$ cat config.mk
export PLATFORM = sky130hd
export DESIGN_NAME = calc_datapath
export DESIGN_NICKNAME = d
export VERILOG_FILES = /design/src/rtl/calc_pkg.sv /design/src/rtl/calc_seq_alu.sv /design/src/rtl/calc_datapath.sv
export SDC_FILE = /design/constraint.sdc
export NUM_CORES = 1
export LEC_CHECK = 0
export ABC_AREA = 0
export BUFFER_PORTS_ARGS = -buffer_cell sky130_fd_sc_hd__buf_2
export CORE_MARGIN = 1.5
export CORE_UTILIZATION = 53
export CTS_CLUSTER_DIAMETER = 80
export DETAILED_ROUTE_END_ITERATION = 10
export HOLD_SLACK_MARGIN = 0.12
export PLACE_DENSITY = 0.76
export SYNTH_ARGS = -nofsm -noshare
export SYNTH_HDL_FRONTEND = slang
export SYNTH_SLANG_ARGS = --single-unit
$ cat constraint.sdc
create_clock -name clock_i -period 2.8 [get_ports clock_i]
set_clock_uncertainty 0.1 [all_clocks]
set_input_delay 0.56 -clock clock_i [delete_from_list [all_inputs] [get_ports clock_i]]
set_output_delay 0.56 -clock clock_i [all_outputs]
set_load 0.01 [all_outputs]
$ cat src/rtl/calc_pkg.sv
// Shared opcodes, flag bit positions and default operand width for the calculator datapath.
package calc_pkg;

  localparam int unsigned CALC_WIDTH = 8;

  localparam logic [1:0] OP_ADD = 2'b00;
  localparam logic [1:0] OP_SUB = 2'b01;
  localparam logic [1:0] OP_MUL = 2'b10;
  localparam logic [1:0] OP_DIV = 2'b11;

  localparam int unsigned FLG_NEG  = 0;
  localparam int unsigned FLG_ZERO = 1;
  localparam int unsigned FLG_ERR  = 2;

  function automatic logic [2:0] make_flags(input logic neg, input logic zero, input logic err);
    logic [2:0] f;
    f           = '0;
    f[FLG_NEG]  = neg;
    f[FLG_ZERO] = zero;
    f[FLG_ERR]  = err;
    return f;
  endfunction

endpackage

$ cat src/rtl/calc_seq_alu.sv
// Iterative engine: WIDTH-step shift-add multiply and, with CALC_DIV_EN, restoring divide.
// work_q holds {acc, multiplier} for mul and {remainder, quotient} for div.
module calc_seq_alu
  import calc_pkg::*;
#(
  parameter int unsigned WIDTH = CALC_WIDTH
) (
  input  logic               clock_i,
  input  logic               reset_i,
  input  logic               start_i,
  input  logic               abort_i,
`ifdef CALC_DIV_EN
  input  logic               is_div_i,
`endif
  input  logic [WIDTH-1:0]   a_i,
  input  logic [WIDTH-1:0]   b_i,
  output logic               busy_o,
  output logic               done_o,
  output logic [2*WIDTH-1:0] result_o
);

  localparam int unsigned CntW = (WIDTH > 1) ? $clog2(WIDTH) : 1;

  logic                busy_q, busy_d;
  logic [CntW-1:0]     cnt_q, cnt_d;
  logic [WIDTH-1:0]    opnd_q, opnd_d;
  logic [2*WIDTH-1:0]  work_q, work_d;
  logic [2*WIDTH-1:0]  step;
  logic [WIDTH:0]      mul_sum;
  logic                last;
`ifdef CALC_DIV_EN
  logic                div_q, div_d;
  logic [WIDTH:0]      div_shift, div_trial;
`endif

  assign last     = busy_q && (cnt_q == CntW'(WIDTH - 1));
  assign busy_o   = busy_q;
  assign done_o   = last && !abort_i;
  assign result_o = step;

  always_comb begin
    mul_sum = {1'b0, work_q[2*WIDTH-1:WIDTH]} + (work_q[0] ? {1'b0, opnd_q} : '0);
    step    = {mul_sum, work_q[WIDTH-1:1]};
`ifdef CALC_DIV_EN
    div_shift = {work_q[2*WIDTH-1:WIDTH], work_q[WIDTH-1]};
    div_trial = div_shift - {1'b0, opnd_q};
    if (div_q) begin
      // Negative trial means restore: keep the shifted remainder, quotient bit 0.
      if (div_trial[WIDTH]) step = {div_shift[WIDTH-1:0], work_q[WIDTH-2:0], 1'b0};
      else                  step = {div_trial[WIDTH-1:0], work_q[WIDTH-2:0], 1'b1};
    end
`endif
  end

  always_comb begin
    busy_d = busy_q;
    cnt_d  = cnt_q;
    opnd_d = opnd_q;
    work_d = work_q;
`ifdef CALC_DIV_EN
    div_d  = div_q;
`endif
    if (abort_i) begin
      busy_d = 1'b0;
      cnt_d  = '0;
    end else if (start_i) begin
      busy_d = 1'b1;
      cnt_d  = '0;
      opnd_d = a_i;
      work_d = {{WIDTH{1'b0}}, b_i};
`ifdef CALC_DIV_EN
      div_d  = is_div_i;
      if (is_div_i) begin
        opnd_d = b_i;
        work_d = {{WIDTH{1'b0}}, a_i};
      end
`endif
    end else if (busy_q) begin
      work_d = step;
      cnt_d  = cnt_q + CntW'(1);
      if (last) begin
        busy_d = 1'b0;
        cnt_d  = '0;
      end
    end
  end

  always_ff @(posedge clock_i) begin
    if (reset_i) begin
      busy_q <= 1'b0;
      cnt_q  <= '0;
      opnd_q <= '0;
      work_q <= '0;
`ifdef CALC_DIV_EN
      div_q  <= 1'b0;
`endif
    end else begin
      busy_q <= busy_d;
      cnt_q  <= cnt_d;
      opnd_q <= opnd_d;
      work_q <= work_d;
`ifdef CALC_DIV_EN
      div_q  <= div_d;
`endif
    end
  end

endmodule

$ cat src/rtl/calc_datapath.sv
// Calculator datapath: A/B/FCT registers, single-cycle add/sub, iterative mul/div, result and flags.
// Define CALC_DIV_EN to build the divider; otherwise opcode 11 completes at once with err set.
module calc_datapath
  import calc_pkg::*;
#(
  parameter int unsigned WIDTH = CALC_WIDTH
) (
  input  logic               clock_i,
  input  logic               reset_i,
  input  logic [WIDTH-1:0]   data_i,
  input  logic [1:0]         fct_i,
  input  logic               a_we_i,
  input  logic               a_rst_i,
  input  logic               b_we_i,
  input  logic               b_rst_i,
  input  logic               fct_we_i,
  input  logic               fct_rst_i,
  input  logic               s_we_i,
  input  logic               s_rst_i,
  input  logic               signal_we_i,
  input  logic               signal_rst_i,
  output logic [2*WIDTH-1:0] s_o,
  output logic [2:0]         signal_o,
  output logic               busy_o,
  output logic               done_o
);

  logic [WIDTH-1:0]   a_q, a_d, b_q, b_d;
  logic [1:0]         fct_q, fct_d;
  logic [WIDTH-1:0]   a_sh_q, a_sh_d, b_sh_q, b_sh_d;
  logic [1:0]         fct_sh_q, fct_sh_d;
  logic               swe_sh_q, swe_sh_d;
  logic               pend_q, pend_d;
  logic [2*WIDTH-1:0] s_q, s_d;
  logic [2:0]         flags_q, flags_d;
  logic               done_q, done_d;

  logic [WIDTH:0]     sum, diff;
  logic               pend_iter, launch, cmpl, neg, err;
  logic [2*WIDTH-1:0] res;
  logic               eng_start, eng_busy, eng_done;
  logic [2*WIDTH-1:0] eng_result;

  always_comb begin
    sum       = {1'b0, a_sh_q} + {1'b0, b_sh_q};
    diff      = {1'b0, a_sh_q} - {1'b0, b_sh_q};
    pend_iter = pend_q && (fct_sh_q == OP_MUL);
`ifdef CALC_DIV_EN
    if (pend_q && (fct_sh_q == OP_DIV) && (b_sh_q != '0)) pend_iter = 1'b1;
`endif
    // An iterative op counts as in flight from its launch edge, so nothing can slip in before busy.
    launch    = s_we_i && !s_rst_i && !eng_busy && !pend_iter;
    eng_start = pend_iter && !s_rst_i;

    cmpl = 1'b0;
    res  = '0;
    neg  = 1'b0;
    err  = 1'b0;
    if (pend_q && !s_rst_i) begin
      unique case (fct_sh_q)
        OP_ADD: begin
          cmpl = 1'b1;
          res  = {{(WIDTH-1){1'b0}}, sum};
        end
        OP_SUB: begin
          cmpl = 1'b1;
          res  = {{(WIDTH-1){diff[WIDTH]}}, diff};
          neg  = diff[WIDTH];
        end
        OP_MUL: cmpl = 1'b0;
        default: begin
          cmpl = !pend_iter;
          err  = !pend_iter;
        end
      endcase
    end
    if (eng_done) begin
      cmpl = 1'b1;
      res  = eng_result;
    end
  end

  always_comb begin
    a_d      = a_rst_i ? '0 : (a_we_i ? data_i : a_q);
    b_d      = b_rst_i ? '0 : (b_we_i ? data_i : b_q);
    fct_d    = fct_rst_i ? '0 : (fct_we_i ? fct_i : fct_q);
    a_sh_d   = launch ? a_q : a_sh_q;
    b_sh_d   = launch ? b_q : b_sh_q;
    fct_sh_d = launch ? fct_q : fct_sh_q;
    swe_sh_d = launch ? signal_we_i : swe_sh_q;
    pend_d   = launch;
    done_d   = cmpl;

    s_d = s_q;
    if (s_rst_i)   s_d = '0;
    else if (cmpl) s_d = res;

    flags_d = flags_q;
    if (signal_rst_i)          flags_d = '0;
    else if (cmpl && swe_sh_q) flags_d = make_flags(neg, res == '0, err);
  end

  always_ff @(posedge clock_i) begin
    if (reset_i) begin
      a_q      <= '0;
      b_q      <= '0;
      fct_q    <= '0;
      a_sh_q   <= '0;
      b_sh_q   <= '0;
      fct_sh_q <= '0;
      swe_sh_q <= 1'b0;
      pend_q   <= 1'b0;
      s_q      <= '0;
      flags_q  <= '0;
      done_q   <= 1'b0;
    end else begin
      a_q      <= a_d;
      b_q      <= b_d;
      fct_q    <= fct_d;
      a_sh_q   <= a_sh_d;
      b_sh_q   <= b_sh_d;
      fct_sh_q <= fct_sh_d;
      swe_sh_q <= swe_sh_d;
      pend_q   <= pend_d;
      s_q      <= s_d;
      flags_q  <= flags_d;
      done_q   <= done_d;
    end
  end

  calc_seq_alu #(
    .WIDTH(WIDTH)
  ) u_seq_alu (
    .clock_i  (clock_i),
    .reset_i  (reset_i),
    .start_i  (eng_start),
    .abort_i  (s_rst_i),
`ifdef CALC_DIV_EN
    .is_div_i (fct_sh_q == OP_DIV),
`endif
    .a_i      (a_sh_q),
    .b_i      (b_sh_q),
    .busy_o   (eng_busy),
    .done_o   (eng_done),
    .result_o (eng_result)
  );

  assign s_o      = s_q;
  assign signal_o = flags_q;
  assign busy_o   = eng_busy;
  assign done_o   = done_q;

endmodule

=== Word-level counts from Yosys, hierarchy flattened ===
Cells that the tools add are included.

* Word-level logic and storage cells: 65
* Input port bits: 22
* Register bits: 86
* Output and inout bits: 21

* Equal/unequal tests: 3
* Add/subtract/negate cells: 4
* Bitwise gates (word level): 1
* Mux-type cells: 17
* Reductions and logical operators: 25

{| class="wikitable"
|+ Operators with widths
! cell !! number
|-
| $mux W16 || 4
|-
| $pmux W16 S2 || 1
|-
| $logic_not A16 Y1 || 1
|-
| $reduce_or A2 Y1 || 6
|-
| $add A8 B8 Y9 || 1
|-
| $add A8 B9 Y9 || 1
|-
| $logic_and A1 B1 Y1 || 9
|-
| $mux W1 || 9
|-
| $sub A8 B8 Y9 || 1
|-
| $mux W8 || 1
|-
| $reduce_or A3 Y1 || 2
|-
| $reduce_and A2 Y1 || 2
|-
| $add A3 B1 Y3 const B || 1
|-
| $eq A3 B3 Y1 const B || 1
|-
| $logic_not A1 Y1 || 3
|-
| $mux W3 || 1
|-
| $eq A2 B1 Y1 const B || 1
|-
| $eq A2 B2 Y1 const B || 1
|-
| $logic_not A2 Y1 || 1
|-
| $pmux W1 S2 || 1
|-
| $reduce_bool A2 Y1 || 1
|-
| $not A1 Y1 || 1
|}

=== Logic depth before layout (Yosys ltp) ===
* Depth in word-level cells: 7
* Gate-level depth with buffers: 12
* Mapped depth without buffers: 12

=== Cells and area by module ===
Synthesis repeated with hierarchy kept, for this count alone.

* Cells, all modules: 503
* Area, all modules: 4,521.8 um2

{| class="wikitable"
|+ Modules (own cells, without submodules)
! module !! sequential area each (um2) !! area each (um2) !! instances !! cells each
|-
| calc_datapath || 1,161.1 || 3,001.6 || 1 || 342
|-
| calc_seq_alu || 560.5 || 1,520.2 || 1 || 161
|}

=== Worst setup path before layout ===
No wires, ideal clock.

* Kind: reg-to-reg
* From: register u_seq_alu.work_q[0]
* To: register flags_q[1], in the netlist signal_o[1]
* Data arrival time: 2.639 ns
* Period minus slack after synthesis: 2.824 ns
* Cell stages (with the launch flop): 13
* Required time: 2.616 ns
* Path slack: -0.024 ns
* Setup time: 0.084 ns
* Buffers on the path: 0
* Cell sequence: dfxtp_1 -> and2_1 -> ha_1 -> inv_1 -> fa_1 -> nand2b_1 -> a21oi_1 -> xor2_1 -> nor4_1 -> a31o_2 -> nand4_1 -> or4_1 -> o31ai_2

* Word-level cells in the longest chain between the ends: 4

{| class="wikitable"
|+ RTL lines
! item !! RTL line !! RTL
|-
| start: declaration || calc_seq_alu.sv:27 || <nowiki>logic [2*WIDTH-1:0] work_q, work_d;</nowiki>
|-
| start signal: assignment || calc_seq_alu.sv:101 || <nowiki>work_q <= work_d;</nowiki>
|-
| $mux W8 || calc_seq_alu.sv:42 || <nowiki>mul_sum = {1'b0, work_q[2*WIDTH-1:WIDTH]} + (work_q[0] ? {1'b0, opnd_q} : '0);</nowiki>
|-
| $add A8 B9 Y9 || calc_seq_alu.sv:42 ||
|-
| $mux W16 || calc_datapath.sv:77 || <nowiki>if (eng_done) begin</nowiki>
|-
| $logic_not A16 Y1 || calc_datapath.sv:100 || <nowiki>else if (cmpl && swe_sh_q) flags_d = make_flags(neg, res == '0, err);</nowiki>
|-
| end signal: assignment || calc_datapath.sv:126 || <nowiki>flags_q <= flags_d;</nowiki>
|-
| end: declaration || calc_datapath.sv:35 || <nowiki>logic [2:0] flags_q, flags_d;</nowiki>
|}

No other way between the ends.
A chain may end at the register's enable or synchronous reset.

=== Final worst setup path ===
* From: register a_sh_q[0]
* To: register flags_q[1], in the netlist signal_o[1]

* Word-level cells in the longest chain between the ends: 5
* Elaborated cells on any way between the ends: 6
* Those cells by class: 2 x add/sub; 3 x mux; 1 x reduce/logical

{| class="wikitable"
|+ RTL lines
! item !! RTL line !! RTL
|-
| start: declaration || calc_datapath.sv:30 || <nowiki>logic [WIDTH-1:0] a_sh_q, a_sh_d, b_sh_q, b_sh_d;</nowiki>
|-
| start signal: assignment || calc_datapath.sv:120 || <nowiki>a_sh_q <= a_sh_d;</nowiki>
|-
| $sub A8 B8 Y9 or $add A8 B8 Y9 (tied branches) || calc_datapath.sv:46, calc_datapath.sv:45 ||
|-
| $pmux W16 S2 (*) || calc_datapath.sv:60 || <nowiki>unique case (fct_sh_q)</nowiki>
|-
| $mux W16 (*) || calc_datapath.sv:59 || <nowiki>if (pend_q && !s_rst_i) begin</nowiki>
|-
| $mux W16 (*) || calc_datapath.sv:77 ||
|-
| $logic_not A16 Y1 (*) || calc_datapath.sv:100 ||
|}

Every way passes the cells marked *; elsewhere a longest branch is shown, timed or not.

==> flow_summary.json <==
{
  "drc": 0,
  "synth_commonest_cells": "dfxtp_1, nand2_1, nor2_1, a21oi_1, ha_1",
  "first_global_vias": 3761,
  "ir_worst_vdd_mv": 0.383,
  "comb_power_share": 0.057,
  "worst_pin_slew_ps": 1210,
  "worst_r2r_endpoint": "signal_o[1]$_SDFFE_PP0P_",
  "clock_path_buffers": 2,
  "crit_path_start_kind": "flop",
  "gp_congestion": 0.904,
  "seq_power_share": 0.504,
  "hp-start": "fct_rst_i",
  "io_buffers": 42,
  "core-area_sq_um": 7850,
  "synth_edf_count": 0,
  "syn_inst": 522,
  "holdWs_ps": 277,
  "p_sw_uw": 563,
  "dpl_worst_slack_ps": -125,
  "clock_sinks": 86,
  "post-route-period-util": 1.03,
  "crit-reg2reg-launch": "a_sh_q[0]$_SDFFE_PP0P_",
  "rsz0062_at_grt": "true",
  "start_util": 0.555,
  "die_area_sq_um": 8770,
  "rows": 32,
  "clk_pin_slew_ps": 90,
  "ys.warnings.count": 0,
  "yosysMostFrequentCell": "dfxtp_1",
  "root_buffer": "clkbuf_8",
  "fin_nets": 629,
  "wire_per_inst_um": 16.3,
  "hold_end": "fct_q[0]$_SDFFE_PP0P_",
  "required_ps": 2970,
  "holdCritPathClass": "in2reg",
  "track_usage": 0.267,
  "leakage_uw": 0.00213,
  "area_growth_pct": 16.6,
  "cts_hold_buf": 0,
  "p_sw_frac": 0.227,
  "antenna_cells": 0,
  "failed_checks": "setup timing",
  "setup-violations-final": 1,
  "synth_top_area_share": 0.396,
  "hold_violations": 0,
  "yosysSeqAreaShare": 0.396,
  "post_cts_buffers": 0,
  "syn_area_sq_um": 4350,
  "outcome": "finished with violations",
  "synth_cell_types": 51,
  "power.total_uw": 2480,
  "grt_max_degree": 53,
  "dieHeight_um": 93.6,
  "cts_buffers": 9,
  "end_kind": "flop",
  "maxCapViolations": 0,
  "num_vias": 3936,
  "tritoncts": "done",
  "htreeDepth": 3,
  "dpl.hpwl_mm": 8.28,
  "gr-total-overflow": 0,
  "internal_power_uw": 1920,
  "rr_worst_depth": 11,
  "avgSynthCellArea_sq_um": 8.34,
  "setup_ws_ps": -88.2,
  "drt_iter0_drc": 269,
  "drt-total-wl_mm": 11.2,
  "setup.worst_path.class": "reg2reg",
  "synth_seq_cells": 86,
  "p_clk_frac": 0.439,
  "die_w_um": 93.6,
  "hold-path-cell-count": 2,
  "report.final.slew_viol_count": 0,
  "synth_top_area_cell": "dfxtp_1",
  "fmax_mhz": 346,
  "power_density_nw_per_um2": 488,
  "grt_first_pass_wirelength_mm": 18.2,
  "cp_max_fo": 2,
  "worstPathArrival_ps": 3060,
  "synth_async_sr_flop_share": 0,
  "r2r_slack_ps": -90,
  "num_io_pins": 43,
  "netlist_top_cells_area": "dfxtp_1, ha_1, nand2_1, a21oi_1, nor2_1",
  "drt-vias-per-instance": 5.75,
  "synthesis.nets": 574,
  "fin_crit_ps": 2890,
  "drtPass1Iterations": 5,
  "drive_above_1_share": 0.186,
  "relSlewSlack": 0.189,
  "clk_latency_ps": 350,
  "antenna_found_initial": 0,
  "ant_nets": 0,
  "synth_ff_type": "dfxtp_1"
}
[cells in the final DEF (no fill, tap or decap), drive strengths merged, types with 5 or more instances in the layout]
cell type  synthesis  layout
clkbuf            23      10
a21oi             56      56
a22oi              9       9
dfxtp             86      86
o21ai             15      15
mux2i             23      23
a222oi            11      11
nand2             77      77
nor2b              5       5
nor3               9       9
buf                3      70
and2              11      11
nor2              69      69
xnor2              6       6
or2                7       7
ha                27      27
nand2b             9       9
inv               18      19
[worst max-delay path by stage]
stage	endpoint	depth (start not counted)	start	slack [ps]
detailed placement	signal_o[1]$_SDFFE_PP0P_	11	a_sh_q[0]$_SDFFE_PP0P_	-130
global route	signal_o[1]$_SDFFE_PP0P_	11	a_sh_q[0]$_SDFFE_PP0P_	-240
global placement	signal_o[1]$_SDFFE_PP0P_	11	a_sh_q[0]$_SDFFE_PP0P_	-50
floorplan	signal_o[1]$_SDFFE_PP0P_	12	u_seq_alu.work_q[0]$_SDFFE_PP0P_	20
finish	signal_o[1]$_SDFFE_PP0P_	11	a_sh_q[0]$_SDFFE_PP0P_	-90
CTS	signal_o[1]$_SDFFE_PP0P_	11	u_seq_alu.work_q[0]$_SDFFE_PP0P_	-70
[registers in the layout, summed over array words and instances, names as in the netlist]
signal	count
a_q	8
fct_sh_q	2
u_seq_alu.work_q	16
s_o	16
b_q	8
u_seq_alu.cnt_q	3
pend_q	1
u_seq_alu.busy_o	1
b_sh_q	8
u_seq_alu.opnd_q	8
done_o	1
fct_q	2
a_sh_q	8
swe_sh_q	1
signal_o	3
[final cells by class]
cell class	instances	area, sq um
tap	102	128
inverter	18	67.6
clock buffer	10	138
multi-input combinational	392	2480
clock inverter	6	118
sequential	86	1730
timing repair buffer	70	420
fill	727	2770
[metrics by stage]
stage / utilization / instance area (sq um) / TNS [ps] / cells
after floorplan: - / 4360 / 0 / 522
after global placement: 0.612 / 4800 / -50.3 / 668
after detailed placement: 0.612 / 4800 / -125 / 668
after CTS: 0.646 / 5070 / -73.1 / 684
after global routing: 0.647 / 5070 / -237 / 684
final: 0.647 / 5070 / -88.2 / 684
[timing repair]
item                                    CTS  global route
pin swaps                                 1             3
endpoints found under the hold margin     0             0
gates resized for setup                   4             2
endpoints found under the setup margin    1             2
[per-layer routing]
layer | vias up | global-route usage | wire length, um
li1 | 1921 | - | -
met1 | 1848 | 0.346 | 4970
met3 | 21 | 0.0382 | 643
met5 | - | 0 | 0
met2 | 146 | 0.450 | 5270
met4 | 0 | 0.0995 | 269
[critical path: stages, from the launching register on]
cell	delay, ps
dfxtp_2	350
ha_2	170
inv_1	50
fa_2	340
or2_4	270
a221oi_4	230
o21bai_1	90
a32oi_1	190
xnor2_1	100
a22o_1	210
or4_4	540
o31ai_2	180
[power by group through the flow]
stage	combinational (uW)	clock, uW	sequential [uW]
3_3_place_gp	135	0	1280
6_report	140	1090	1250
4_1_cts	140	1100	1250
2_1_floorplan	92.5	0	1280
5_1_grt	155	1150	1250
3_5_place_dp	139	0	1280
[kinds of logic (layout without fill, tap and decap cells)]
kind of cell / Yosys count / after routing / share of synthesized area
AO/OA/AOI/OAI: 122 / 122 / 0.189
buffers and inverters: 44 / 104 / 0.0385
multiplexers: 23 / 23 / 0.0529
flip-flops: 86 / 86 / 0.396
adder cells (fa/ha/maj): 30 / 30 / 0.0914
XOR/XNOR: 10 / 10 / 0.0201
AND/OR/NAND/NOR: 207 / 207 / 0.213
(Power assumes the default switching activity.)
